--- src/rtl/rt_preload_ctrl_if.sv ---
// rtl/rt_preload_ctrl_if.sv - racetrack LiM data memory port B bundle
interface rt_preload_ctrl_if #(
    parameter int ADDR_WIDTH  = 22,
    parameter int FUNCT_WIDTH = 3
);
    logic                   mem_en;
    logic                   mem_we;
    logic [ADDR_WIDTH-1:0]  mem_addr;
    logic [31:0]            mem_wdata;
    logic [3:0]             mem_be;
    logic [FUNCT_WIDTH-1:0] mem_funct;
    logic                   mem_we_funct;
    logic [ADDR_WIDTH-1:0]  mem_range;
    logic                   mem_rvalid;
    logic [31:0]            mem_rdata;

    modport master (
        output mem_en, mem_we, mem_addr, mem_wdata, mem_be,
        output mem_funct, mem_we_funct, mem_range,
        input  mem_rvalid, mem_rdata
    );

    modport slave (
        input  mem_en, mem_we, mem_addr, mem_wdata, mem_be,
        input  mem_funct, mem_we_funct, mem_range,
        output mem_rvalid, mem_rdata
    );
endinterface

--- src/rtl/rt_preload_ctrl.sv ---
// rtl/rt_preload_ctrl.sv - firmware preload sequencer and permanent port-B owner for the LiM memory
// Optional read-back compare of every written word: define RT_PRELOAD_VERIFY_EN.
module rt_preload_ctrl #(
    parameter int  ADDR_WIDTH     = 22,
    parameter int  FUNCT_WIDTH    = 3,
    parameter int  NUM_WORDS      = 4153,
    parameter int  BASE_ADDR      = 0,
    parameter int  TIMEOUT_CYCLES = 256,
    localparam int CNT_W          = (NUM_WORDS > 0) ? $clog2(NUM_WORDS + 1) : 1,
    localparam int TMO_W          = $clog2(TIMEOUT_CYCLES + 1)
) (
    input  logic                   clk,
    input  logic                   rst_n,
    input  logic                   start_i,
    input  logic                   src_valid_i,
    input  logic [31:0]            src_data_i,
    output logic                   src_ready_o,
    input  logic                   core_en_i,
    input  logic                   core_we_i,
    input  logic [ADDR_WIDTH-1:0]  core_addr_i,
    input  logic [31:0]            core_wdata_i,
    input  logic [3:0]             core_be_i,
    input  logic [FUNCT_WIDTH-1:0] core_funct_i,
    input  logic                   core_we_funct_i,
    input  logic [ADDR_WIDTH-1:0]  core_range_i,
    output logic                   core_rvalid_o,
    output logic [31:0]            core_rdata_o,
    output logic                   core_stall_o,
    rt_preload_ctrl_if.master      mem,
    output logic                   busy_o,
    output logic                   done_o,
    output logic                   error_o,
    output logic                   fetch_enable_o,
    output logic [CNT_W-1:0]       words_loaded_o
);
    typedef enum logic [3:0] {
        S_IDLE,
        S_FETCH,
        S_WRITE,
        S_WAIT_WR,
`ifdef RT_PRELOAD_VERIFY_EN
        S_READ,
        S_WAIT_RD,
`endif
        S_GAP,
        S_SETTLE,
        S_DONE,
        S_ERROR
    } state_t;

    state_t                  state_q, state_d;
    logic [31:0]             data_q;
    logic [CNT_W-1:0]        idx_q;
    logic [TMO_W-1:0]        tmo_q;
    logic [1:0]              settle_q;
    logic [ADDR_WIDTH-1:0]   addr_q;
    logic                    mem_en_q, mem_we_q, ready_q, busy_q, done_q, error_q, stall_q;
    logic                    accept, tmo_hit, last_word, in_wait;

    assign tmo_hit   = (tmo_q == TMO_W'(TIMEOUT_CYCLES - 1));
    assign last_word = (32'(idx_q) == NUM_WORDS);

`ifdef RT_PRELOAD_VERIFY_EN
    assign in_wait = (state_q == S_WAIT_WR) || (state_q == S_WAIT_RD);
    assign accept  = (state_q == S_WAIT_RD) && mem.mem_rvalid && (mem.mem_rdata == data_q);
`else
    assign in_wait = (state_q == S_WAIT_WR);
    assign accept  = (state_q == S_WAIT_WR) && mem.mem_rvalid;
`endif

    // rvalid is checked before the timeout so a response on the final allowed cycle still counts
    always_comb begin
        state_d = state_q;
        case (state_q)
            S_IDLE:    if (start_i) state_d = (NUM_WORDS == 0) ? S_SETTLE : S_FETCH;
            S_FETCH:   if (src_valid_i && ready_q) state_d = S_WRITE;
            S_WRITE:   state_d = S_WAIT_WR;
            S_WAIT_WR: begin
                if (mem.mem_rvalid) begin
`ifdef RT_PRELOAD_VERIFY_EN
                    state_d = S_READ;
`else
                    state_d = S_GAP;
`endif
                end else if (tmo_hit) begin
                    state_d = S_ERROR;
                end
            end
`ifdef RT_PRELOAD_VERIFY_EN
            S_READ:    state_d = S_WAIT_RD;
            S_WAIT_RD: begin
                if (mem.mem_rvalid) state_d = (mem.mem_rdata == data_q) ? S_GAP : S_ERROR;
                else if (tmo_hit)   state_d = S_ERROR;
            end
`endif
            S_GAP:     state_d = last_word ? S_SETTLE : S_FETCH;
            // four cycles here place DONE at start + NUM_WORDS*(3+L) + 4
            S_SETTLE:  if (settle_q == 2'd3) state_d = S_DONE;
            default:   state_d = state_q;
        endcase
    end

    always_ff @(posedge clk or negedge rst_n) begin
        if (!rst_n) begin
            state_q  <= S_IDLE;
            data_q   <= '0;
            idx_q    <= '0;
            tmo_q    <= '0;
            settle_q <= '0;
            addr_q   <= '0;
            mem_en_q <= 1'b0;
            mem_we_q <= 1'b0;
            ready_q  <= 1'b0;
            busy_q   <= 1'b0;
            done_q   <= 1'b0;
            error_q  <= 1'b0;
            stall_q  <= 1'b1;
        end else begin
            state_q <= state_d;
            if (ready_q && src_valid_i) data_q <= src_data_i;
            if (accept) idx_q <= idx_q + 1'b1;
            if ((state_d != state_q) || !in_wait) tmo_q <= '0;
            else                                  tmo_q <= tmo_q + 1'b1;
            settle_q <= (state_q == S_SETTLE) ? settle_q + 2'd1 : 2'd0;
            if (state_d == S_WRITE)
                addr_q <= ADDR_WIDTH'(BASE_ADDR) + (ADDR_WIDTH'(idx_q) << 2);
`ifdef RT_PRELOAD_VERIFY_EN
            mem_en_q <= (state_d == S_WRITE) || (state_d == S_READ);
`else
            mem_en_q <= (state_d == S_WRITE);
`endif
            mem_we_q <= (state_d == S_WRITE);
            ready_q  <= (state_d == S_FETCH);
            busy_q   <= !((state_d == S_IDLE) || (state_d == S_DONE) || (state_d == S_ERROR));
            done_q   <= (state_d == S_DONE);
            error_q  <= (state_d == S_ERROR);
            stall_q  <= (state_d != S_DONE);
        end
    end

    assign src_ready_o    = ready_q;
    assign busy_o         = busy_q;
    assign done_o         = done_q;
    assign error_o        = error_q;
    assign fetch_enable_o = done_q;
    assign core_stall_o   = stall_q;
    assign words_loaded_o = idx_q;

    // once DONE the core owns port B outright; before that LiM controls are forced off
    assign core_rvalid_o    = done_q & mem.mem_rvalid;
    assign core_rdata_o     = done_q ? mem.mem_rdata : 32'h0;
    assign mem.mem_en       = done_q ? core_en_i    : mem_en_q;
    assign mem.mem_we       = done_q ? core_we_i    : mem_we_q;
    assign mem.mem_addr     = done_q ? core_addr_i  : addr_q;
    assign mem.mem_wdata    = done_q ? core_wdata_i : data_q;
    assign mem.mem_be       = done_q ? core_be_i    : {4{mem_we_q}};
    assign mem.mem_funct    = done_q ? core_funct_i : '0;
    assign mem.mem_we_funct = done_q & core_we_funct_i;
    assign mem.mem_range    = done_q ? core_range_i : '0;
endmodule

--- src/flat_wrapper.sv ---
// flat-port wrapper written by rule: the top's interface ports become plain ports
module rt_preload_ctrl_flat 
#(
    parameter int  ADDR_WIDTH     = 22,
    parameter int  FUNCT_WIDTH    = 3,
    parameter int  NUM_WORDS      = 4153,
    parameter int  BASE_ADDR      = 0,
    parameter int  TIMEOUT_CYCLES = 256,
    localparam int CNT_W          = (NUM_WORDS > 0) ? $clog2(NUM_WORDS + 1) : 1,
    localparam int TMO_W          = $clog2(TIMEOUT_CYCLES + 1)
)
  (clk, rst_n, start_i, src_valid_i, src_data_i, src_ready_o, core_en_i, core_we_i, core_addr_i, core_wdata_i, core_be_i, core_funct_i, core_we_funct_i, core_range_i, core_rvalid_o, core_rdata_o, core_stall_o, busy_o, done_o, error_o, fetch_enable_o, words_loaded_o, mem_mem_en, mem_mem_we, mem_mem_addr, mem_mem_wdata, mem_mem_be, mem_mem_funct, mem_mem_we_funct, mem_mem_range, mem_mem_rvalid, mem_mem_rdata);
  rt_preload_ctrl_if #(.ADDR_WIDTH(ADDR_WIDTH), .FUNCT_WIDTH(FUNCT_WIDTH)) mem_i ();
  input  logic clk;
  input  logic rst_n;
  input  logic start_i;
  input  logic src_valid_i;
  input  logic [31:0] src_data_i;
  output logic src_ready_o;
  input  logic core_en_i;
  input  logic core_we_i;
  input  logic [ADDR_WIDTH-1:0] core_addr_i;
  input  logic [31:0] core_wdata_i;
  input  logic [3:0] core_be_i;
  input  logic [FUNCT_WIDTH-1:0] core_funct_i;
  input  logic core_we_funct_i;
  input  logic [ADDR_WIDTH-1:0] core_range_i;
  output logic core_rvalid_o;
  output logic [31:0] core_rdata_o;
  output logic core_stall_o;
  output logic busy_o;
  output logic done_o;
  output logic error_o;
  output logic fetch_enable_o;
  output logic [CNT_W-1:0] words_loaded_o;
  output wire logic [$bits(mem_i.mem_en)-1:0] mem_mem_en;
  output wire logic [$bits(mem_i.mem_we)-1:0] mem_mem_we;
  output wire logic [$bits(mem_i.mem_addr)-1:0] mem_mem_addr;
  output wire logic [$bits(mem_i.mem_wdata)-1:0] mem_mem_wdata;
  output wire logic [$bits(mem_i.mem_be)-1:0] mem_mem_be;
  output wire logic [$bits(mem_i.mem_funct)-1:0] mem_mem_funct;
  output wire logic [$bits(mem_i.mem_we_funct)-1:0] mem_mem_we_funct;
  output wire logic [$bits(mem_i.mem_range)-1:0] mem_mem_range;
  input wire logic [$bits(mem_i.mem_rvalid)-1:0] mem_mem_rvalid;
  input wire logic [$bits(mem_i.mem_rdata)-1:0] mem_mem_rdata;
  assign mem_mem_en = mem_i.mem_en;
  assign mem_mem_we = mem_i.mem_we;
  assign mem_mem_addr = mem_i.mem_addr;
  assign mem_mem_wdata = mem_i.mem_wdata;
  assign mem_mem_be = mem_i.mem_be;
  assign mem_mem_funct = mem_i.mem_funct;
  assign mem_mem_we_funct = mem_i.mem_we_funct;
  assign mem_mem_range = mem_i.mem_range;
  assign mem_i.mem_rvalid = mem_mem_rvalid;
  assign mem_i.mem_rdata = mem_mem_rdata;
  rt_preload_ctrl #(.ADDR_WIDTH(ADDR_WIDTH), .FUNCT_WIDTH(FUNCT_WIDTH), .NUM_WORDS(NUM_WORDS), .BASE_ADDR(BASE_ADDR), .TIMEOUT_CYCLES(TIMEOUT_CYCLES)) u_core (.clk(clk), .rst_n(rst_n), .start_i(start_i), .src_valid_i(src_valid_i), .src_data_i(src_data_i), .src_ready_o(src_ready_o), .core_en_i(core_en_i), .core_we_i(core_we_i), .core_addr_i(core_addr_i), .core_wdata_i(core_wdata_i), .core_be_i(core_be_i), .core_funct_i(core_funct_i), .core_we_funct_i(core_we_funct_i), .core_range_i(core_range_i), .core_rvalid_o(core_rvalid_o), .core_rdata_o(core_rdata_o), .core_stall_o(core_stall_o), .mem(mem_i), .busy_o(busy_o), .done_o(done_o), .error_o(error_o), .fetch_enable_o(fetch_enable_o), .words_loaded_o(words_loaded_o));
endmodule
--- config.mk ---
export PLATFORM = sky130hd
export DESIGN_NAME = rt_preload_ctrl_flat
export DESIGN_NICKNAME = d
export VERILOG_FILES = /design/src/rtl/rt_preload_ctrl_if.sv /design/src/rtl/rt_preload_ctrl.sv /design/src/flat_wrapper.sv
export SDC_FILE = /design/constraint.sdc
export NUM_CORES = 1
export LEC_CHECK = 0
export BUFFER_PORTS_ARGS = -buffer_cell sky130_fd_sc_hd__buf_2
export CAP_MARGIN = 15
export CORE_UTILIZATION = 35
export CTS_CLUSTER_SIZE = 25
export DETAILED_ROUTE_END_ITERATION = 6
export PLACE_DENSITY = 0.65
export SYNTH_ARGS = -nofsm -noshare
export SYNTH_HDL_FRONTEND = slang
export SYNTH_SLANG_ARGS = --single-unit
--- constraint.sdc ---
create_clock -name clk -period 2.51 [get_ports clk]
set_input_delay 0.1255 -clock clk [delete_from_list [all_inputs] [get_ports clk]]
set_output_delay 0.1255 -clock clk [all_outputs]
set_load 0.02 [all_outputs]
== Word-level counts from Yosys, hierarchy flattened ==
Cells that the tools add are included.

* Register bits: 79
* Input bits: 155
* Output and inout bits: 138
* Logic and storage cells: 57

* Add/subtract/negate cells: 3
* Equality and inequality tests: 14
* Muxes and demuxes: 17
* Bitwise operators: 2
* Reductions and logical operators: 9

{| class="wikitable"
|+ Operator list
! cell !! number
|-
| $mux W32 || 2
|-
| $mux W22 || 2
|-
| $mux W4 || 6
|-
| $pmux W4 S6 || 1
|-
| $eq A4 B3 Y1 const B || 4
|-
| $add A13 B1 Y13 const B || 1
|-
| $eq A13 B13 Y1 const B || 1
|-
| $eq A4 B2 Y1 const B || 3
|-
| $add A9 B1 Y9 const B || 1
|-
| $eq A9 B8 Y1 const B || 1
|-
| $mux W9 || 1
|-
| $eq A4 B1 Y1 const B || 2
|-
| $logic_not A4 Y1 || 2
|-
| $mux W3 || 2
|-
| $ne A4 B3 Y1 const B || 1
|-
| $ne A4 B4 Y1 || 1
|-
| $logic_or A1 B1 Y1 || 3
|-
| $add A2 B1 Y2 const B || 1
|-
| $and A1 B1 Y1 || 2
|-
| $eq A2 B2 Y1 const B || 1
|-
| $logic_and A1 B1 Y1 || 2
|-
| $logic_not A1 Y1 || 2
|-
| $mux W1 || 2
|-
| $mux W2 || 1
|}

== Logic depth before layout (Yosys ltp) ==
Gate-level depths: netlist (run 1).

* Word-level depth: 8
* Depth in mapped cells: 11
* Mapped depth without buffers: 10

== Least setup slack after synthesis (run 1) ==
OpenSTA, ideal clock, no wires.

* Kind: reg-to-reg
* Start: register u_core.tmo_q[3]
* End: register u_core.tmo_q[2]
* Setup time: 0.071 ns
* Arrival: 2.031 ns
* Data required time: 2.439 ns
* Slack: 0.407 ns
* Stages on the path, launching flop included: 12
* Buffers on the path: 1
* Period minus slack after synthesis: 2.103 ns
* Path through: dfrtp_1 and3_1 and2_1 nand2_1 nor2_1 ha_1 o211ai_1 and3b_1 o21ai_2 or4_1 buf_2 nor2_1

* Cells in the longest elaborated chain, start to end: 7

{| class="wikitable"
|+ Ends and longest elaborated chain
! what !! RTL line !! source
|-
| start: declaration || rt_preload_ctrl.sv:54 || <nowiki>logic [TMO_W-1:0] tmo_q;</nowiki>
|-
| start signal: assignment || rt_preload_ctrl.sv:123 || <nowiki>else tmo_q <= tmo_q + 1'b1;</nowiki>
|-
| $eq A9 B8 Y1 || rt_preload_ctrl.sv:60 || <nowiki>assign tmo_hit = (tmo_q == TMO_W'(TIMEOUT_CYCLES - 1));</nowiki>
|-
| $mux W4 || rt_preload_ctrl.sv:85 || <nowiki>end else if (tmo_hit) begin</nowiki>
|-
| $mux W4 || rt_preload_ctrl.sv:79 || <nowiki>if (mem.mem_rvalid) begin</nowiki>
|-
| $pmux W4 S6 || rt_preload_ctrl.sv:74 || <nowiki>case (state_q)</nowiki>
|-
| $ne A4 B4 Y1 || rt_preload_ctrl.sv:122 || <nowiki>if ((state_d != state_q) || !in_wait) tmo_q <= '0;</nowiki>
|-
| $logic_or A1 B1 Y1 || rt_preload_ctrl.sv:122 ||
|-
| $mux W9 || rt_preload_ctrl.sv:122 ||
|}

Every way passes these cells.
A chain may end at the register's enable or synchronous reset.

== Worst setup path after layout (run 1) ==
Ends and elaborated chain as after synthesis.

==> flow_summary_export.csv, run 1 <==
group,metric,value,unit
global_routing,gr-max-usage-layer,"met2",
yosys,syn-num-nets,540,
global_routing,antenna_found_initial,1,
yosys,synthArstFlopShare,100.0,%
drt,wire_per_inst,15.29,um
power_and_ir_drop,leakagePower,3.366,nW
hold_path,hold_depth,2,
power_and_ir_drop,ir_drop,0.5403,mV
critical_path,r2r_slack,230,ps
sta,finalMaxSlewViolations,0,
placement,place.gp.congestion,0.8016,
sta,fmax,0.4388,GHz
global_routing,grt_pass1_wl,18930,um
critical_path,r2r-end,"u_core.tmo_q[2]$_DFF_PN0_",
layout,drive_gt1_share,61.19,%
sta,relSlewSlack,60.08,%
clocking,clock_path_buffers,2,
critical_path,cp.arrival,2530,ps
floorplanning,dieWidth,112.7,um
critical_path,r2r_cells,10,
drt,ant_nets,0,
sta,clock_skew,11.57,ps
clocking,cts_inserted_buffers,9,
drt,drt-initial-drc-count,133,
run_status,outcome,"finished clean",
hold_path,hp-class,"in -> reg",
sta,setup_viol,0,
sta,worst_pin_slew,598.7,ps
hold_path,min_from,"src_data_i[29]",
sta,hold_viol,0,
global_routing,gr-total-overflow,0,
clocking,cts_root_buffer,"clkbuf_16",
power_and_ir_drop,power_frac_comb,53.0,%
power_and_ir_drop,switching_share,42.59,%
yosys,yosysUniqueCellTypes,47,
yosys,synth_area_leader_cell,"dfrtp_1",
floorplanning,initial_core_util,35.87,%
floorplanning,core,11960,sq um
critical_path,crit_type,"reg -> reg",
placement,placed_cells,800,
power_and_ir_drop,power.density,1132,nW/um^2
layout,final_cell_mix,"buf_2 (291), mux2_2 (90), dfrtp_1 (77)",
drt,drc,0,
yosys,syn_area,4290,sq um
floorplanning,rows,40,
layout,instances_no_fill,818,
placement,dp.final_hpwl,9769,um
critical_path,critPathCaptureType,"register",
clocking,cts_tree,"built",
placement,io_buffers,292,
yosys,avgSynthCellArea,11.29,sq um
yosys,synth_edf_count,0,
global_routing,gr-usage-met3,5.142,%
yosys,yosysWarnings,0,
critical_path,crit_path_start_kind,"register",
sta,rsz0062_at_grt,"no",
global_routing,use_met1,23.92,%
layout,final_common_cell,"buf_2",
power_and_ir_drop,clkPwrFrac,17.7,%
yosys,ys_ff_latch,79,
clocking,clk_pin_slew,70,ps
drt,vias,3881,
sta,period_share,90.79,%
layout,layout.nets,825,
hold_path,hold_path_end,"u_core.data_q[29]$_DFFE_PN0P_",
flow_run,maxCapViolations,0,
floorplanning,die_h,112.7,um
drt,first_pass_iters,4,
global_routing,grtUsageTotal,19.14,%
yosys,syn_inst,380,
global_routing,grt_max_degree,71,
drt,viasPerCell,4.744,
yosys,yosys.area.top_type_share,45.49,%
floorplanning,pin_count,293,
power_and_ir_drop,seqPwrFrac,29.3,%
critical_path,crit_start,"u_core.tmo_q[3]$_DFF_PN0_",
critical_path,worst-path-max-fanout,9,
floorplanning,dieArea,12700,sq um
layout,synthToLayoutAreaGrowth,44.18,%
yosys,ys_top_cells_by_area,"dfrtp_1 (45%), mux2_2 (24%), and2_1 (10%)",
sta,setup_tns,0,ps
critical_path,r2r_start,"u_core.tmo_q[3]$_DFF_PN0_",
yosys,synth_top_flop_cell,"dfrtp_1",
clocking,insertion_delay,330,ps
sta,period_needed,2279,ps
drt,drt_wl_total,12510,um
global_routing,use_met2,33.66,%
power_and_ir_drop,p_sw,2.981,mW
global_routing,grt_pass1_vias,3683,
power_and_ir_drop,p_int,4.019,mW
clocking,ctsHtreeMaxLevel,3,
yosys,ys_seq_area_share,46.11,%
critical_path,crit_required,2760,ps
clocking,clock_sinks,79,
==> cells in the mapped netlist (all sizes together) (2+ instances only) <==
cell / count
nor4: 3
a211oi: 2
buf: 10
dfrtp: 78
clkbuf: 15
o21ai: 3
nand2b: 2
inv: 5
a21oi: 2
nor2: 19
xor2: 10
mux2: 90
nand3: 7
and3b: 2
nand2: 21
xnor2: 8
nand4: 6
ha: 5
and4: 2
and3: 2
and2: 69
==> cell type report <==
| cell class | instances | area [sq um] |
|---|---|---|
| fillers | 1086 | 5776 |
| flip-flops and latches | 79 | 1982 |
| clock buffers | 11 | 242.7 |
| diodes | 1 | 2.502 |
| inverters | 5 | 18.77 |
| well taps | 147 | 183.9 |
| repair buffers | 299 | 1544 |
| multi-input cells | 271 | 2173 |
| clock inverters | 5 | 38.79 |
==> sequential cells by signal, summed over array words and instances, names as in the netlist <==
name                   count
u_core.addr_q             13
u_core.done_o              1
u_core.src_ready_o         1
u_core.settle_q            2
u_core.busy_o              1
u_core.error_o             1
u_core.state_q             4
u_core.tmo_q               9
u_core.core_stall_o        1
u_core.words_loaded_o     13
u_core.data_q             32
u_core.mem_en_q            1
==> cells by family (layout without fill, tap and decap cells) <==
group,count (synthesis),count (layout),synth area share (%)
other,0,1,0
and+or+nand+nor,143,143,19.25
DFF,79,79,46.11
adders and majority gates,5,5,1.458
buffers and inverters,30,320,3.324
xor gates and xnor gates,18,18,3.675
AOI/OAI and AO/OA,14,14,2.333
muxes,91,91,23.86
==> what timing repair did <==
| action | in CTS | in global routing |
|---|---|---|
| hold buffers | 1 | 0 |
| setup endpoints to repair | 0 | 8 |
| endpoints found under the hold margin | 42 | 0 |
| gates resized for setup | 0 | 1 |
| buffers inserted | 0 | 0 |
==> routing by layer <==
metal,wire (um),vias up
met2,6389,139
met4,62,0
met3,900,6
li1,-,1859
met1,5155,1877
met5,0,-
==> worst max path at each step <==
stage	endpoint	slack, ps	depth (start not counted)
after global routing	u_core.tmo_q[2]$_DFF_PN0_	100	10
after CTS	u_core.tmo_q[7]$_DFF_PN0_	110	10
after floorplan	u_core.tmo_q[2]$_DFF_PN0_	410	11
after detailed placement	u_core.tmo_q[7]$_DFF_PN0_	140	10
final	u_core.tmo_q[2]$_DFF_PN0_	230	10
after global placement	u_core.tmo_q[3]$_DFF_PN0_	260	10
==> critical path, stage by stage, from the launching register on <==
cell	delay [ps]
dfrtp_1	400
and3_1	190
and2_1	170
nand2_1	100
nor2_1	60
ha_1	190
o211ai_1	160
and3b_1	190
o21ai_2	90
or4_4	490
nor2_1	140
==> per-stage QoR <==
stage / instance area (sq um) / util (%) / hold slack [ps] / worst slack, ps / power [mW]
finish: 6186 / 51.72 / 19.33 / 231.3 / 7.000
global route: 6183 / 51.69 / 12.46 / 96.49 / 7.419
CTS: 6180 / 51.66 / 13.48 / 113.0 / 7.067
detailed placement: 5888 / 49.23 / 174.2 / 138.6 / 5.806
global placement: 5888 / 49.23 / 161.5 / 258.9 / 5.738
floorplan: 4290 / - / -170.1 / 407.2 / 4.633
==> power by group through the flow <==
stage	Clock [mW]	Sequential (mW)	Combinational [mW]
after floorplan	0	1.98	2.65
after global placement	0	2.05	3.69
after detailed placement	0	2.08	3.73
after CTS	1.27	2.06	3.74
after global routing	1.32	2.12	3.98
final	1.24	2.05	3.71
(Power assumes the default switching activity.)
==> inputs of run 2 (changes only) <==
--- a/config.mk
+++ b/config.mk
@@ -7,10 +7,11 @@
 export LEC_CHECK = 0
 export BUFFER_PORTS_ARGS = -buffer_cell sky130_fd_sc_hd__buf_2
 export CAP_MARGIN = 15
+export CORE_ASPECT_RATIO = 0.8
 export CORE_UTILIZATION = 35
 export CTS_CLUSTER_SIZE = 25
 export DETAILED_ROUTE_END_ITERATION = 6
-export PLACE_DENSITY = 0.65
+export PLACE_DENSITY_LB_ADDON = 0.05
 export SYNTH_ARGS = -nofsm -noshare
 export SYNTH_HDL_FRONTEND = slang
 export SYNTH_SLANG_ARGS = --single-unit
==> run 2 against run 1 <==
Against the previous run:
- critical path depth did not move
- via count shrank 0.62%
- power rose by 4.0%
- critical endpoint is now u_core.tmo_q[4]$_DFF_PN0_
- largest cell class unchanged
==> flow_summary_export.csv, run 2 (synthesis gave the netlist of run 1 again) <==
group,metric,value,unit
critical_path,crit_type,"reg -> reg",
critical_path,path_common_cell,"nor2_1",
clocking,cts_inserted_buffers,9,
sta,rsz0062_at_grt,"no",
layout,layout.nets,826,
sta,setup_tns,0,ps
floorplanning,pin_count,293,
sta,relSlewSlack,58.43,%
global_routing,grt_pass1_vias,3635,
drt,drt-initial-drc-count,196,
drt,vias,3857,
floorplanning,dieArea,12710,sq um
layout,final_cell_mix,"buf_2 (291), mux2_2 (90), dfrtp_1 (77)",
floorplanning,dieWidth,125.8,um
clocking,insertion_delay,330,ps
drt,drc,0,
clocking,clock_path_buffers,2,
power_and_ir_drop,power_frac_comb,50.9,%
placement,io_buffers,292,
placement,dp.final_hpwl,11230,um
layout,final_common_cell,"buf_2",
critical_path,crit_required,2760,ps
global_routing,grt_max_degree,60,
critical_path,r2r_cells,10,
sta,setup_viol,0,
sta,finalMaxSlewViolations,0,
clocking,clk_pin_slew,60,ps
sta,period_share,88.13,%
power_and_ir_drop,switching_share,40.92,%
global_routing,gr-total-overflow,0,
floorplanning,rows,35,
global_routing,grtUsageTotal,21.29,%
sta,worst_pin_slew,623.6,ps
layout,largest_register_ffs,32,
hold_path,hp-class,"in -> reg",
drt,first_pass_iters,4,
critical_path,critPathCaptureType,"register",
clocking,clock_sinks,79,
critical_path,max_stage_delay,480,ps
global_routing,grt_pass1_wl,20440,um
power_and_ir_drop,ir_drop,0.6944,mV
power_and_ir_drop,p_sw,2.979,mW
placement,post_dp_cell_area,5884,sq um
drt,wire_per_inst,16.93,um
critical_path,crit_path_start_kind,"register",
sta,holdWs,27.22,ps
sta,fmax,0.4521,GHz
power_and_ir_drop,leakagePower,3.400,nW
sta,clock_skew,5.195,ps
floorplanning,initial_core_util,36.56,%
flow_run,maxCapViolations,0,
critical_path,worst-path-max-fanout,9,
power_and_ir_drop,power.density,1166,nW/um^2
layout,drive_gt1_share,61.25,%
drt,viasPerCell,4.709,
layout,stdcell_area,6242,sq um
run_status,outcome,"finished clean",
drt,drt_wl_total,13860,um
power_and_ir_drop,seqPwrFrac,29.0,%
sta,hold_viol,0,
power_and_ir_drop,clkPwrFrac,20.1,%
critical_path,path_cells,"and3_1 > and2_1 > nand2_1 > nor2_1 > ha_1 > o211ai_1 > and3b_1 > o21ai_2 > or4_4 > nor2_1",
critical_path,cp.arrival,2460,ps
floorplanning,die_h,101.0,um
hold_path,hold_depth,2,
clocking,ctsHtreeMaxLevel,3,
layout,synthToLayoutAreaGrowth,45.49,%
layout,regMostFlops,"u_core.data_q",
clocking,cts_setup_buffers,0,
power_and_ir_drop,p_int,4.302,mW
layout,diodes,0,
sta,period_needed,2212,ps
drt,ant_nets,0,
clocking,cts_tree,"built",
floorplanning,core,11740,sq um
clocking,cts_root_buffer,"clkbuf_16",
global_routing,antenna_found_initial,0,
critical_path,slowest_stage,"or4_4",
placement,place.gp.congestion,0.8270,
## run 2: cell count changes in the layout (fill, tap and decap cells not counted), sizes merged
cell | previous run | this run
clkinv | 2 | 0
inv | 7 | 5
clkinvlp | 1 | 0
diode | 1 | 0
clkbuf | 11 | 14
bufinv | 0 | 2
buf | 298 | 299
## run 2: final cells by class
class	instances	area, sq um
fillers	1090	5494
multi-input cells	271	2173
repair buffers	300	1539
flip-flops and latches	79	1982
clock inverters	2	60.06
inverters	5	18.77
well taps	148	185.2
clock buffers	14	284.0
## run 2: path summary, 6_finish.rpt
path	slack, ps	startpoint	to
min in group asynchronous	360	rst_n	u_core.addr_q[4]$_DFFE_PN0P_
max in group asynchronous	1450	rst_n	u_core.data_q[24]$_DFFE_PN0P_
worst max register to register	300	u_core.tmo_q[4]$_DFF_PN0_	u_core.tmo_q[4]$_DFF_PN0_
worst max-delay path	300	u_core.tmo_q[4]$_DFF_PN0_	u_core.tmo_q[4]$_DFF_PN0_
worst min-delay path	30	src_data_i[4]	u_core.data_q[4]$_DFFE_PN0P_
worst min register to register	440	u_core.settle_q[0]$_DFF_PN0_	u_core.settle_q[0]$_DFF_PN0_
## run 2: worst max-delay path: cells and delay by family (launching register included)
kind	cells	cell delay (ps)
adders and majority gates	1	180
DFF	1	390
and+or+nand+nor	7	1320
AOI/OAI and AO/OA	2	240
## run 2: power by group through the flow
stage,Clock [mW],Sequential [mW],Combinational (mW)
6_report,1.46,2.11,3.71
4_1_cts,1.49,2.12,3.75
3_5_place_dp,0,2.13,3.73
3_3_place_gp,0,2.11,3.71
2_1_floorplan,0,1.98,2.65
5_1_grt,1.55,2.19,4.00
## run 2: what timing repair did
| action | CTS | global route |
|---|---|---|
| gates resized for setup | 0 | 1 |
| setup endpoints to repair | 0 | 5 |
| hold buffers | 1 | 0 |
| hold endpoints to repair | 46 | 0 |
## run 2: per-layer routing
layer | track usage, % | share of wire, % | vias up
met4 | 5.005 | 0.40 | 0
met1 | 27.38 | 43 | 1849
met3 | 3.609 | 5.0 | 6
met5 | 0 | 0 | -
met2 | 37.56 | 51 | 136
li1 | - | - | 1866
## run 2: metrics by stage
stage | setup slack [ps] | cells | utilization [%] | power [mW]
after CTS | 165.8 | 819 | 53.16 | 7.362
after floorplan | 407.2 | 380 | - | 4.633
final | 297.9 | 819 | 53.19 | 7.281
after global placement | 237.3 | 802 | 50.14 | 5.820
after detailed placement | 187.1 | 802 | 50.14 | 5.865
after global routing | 100.9 | 819 | 53.19 | 7.734
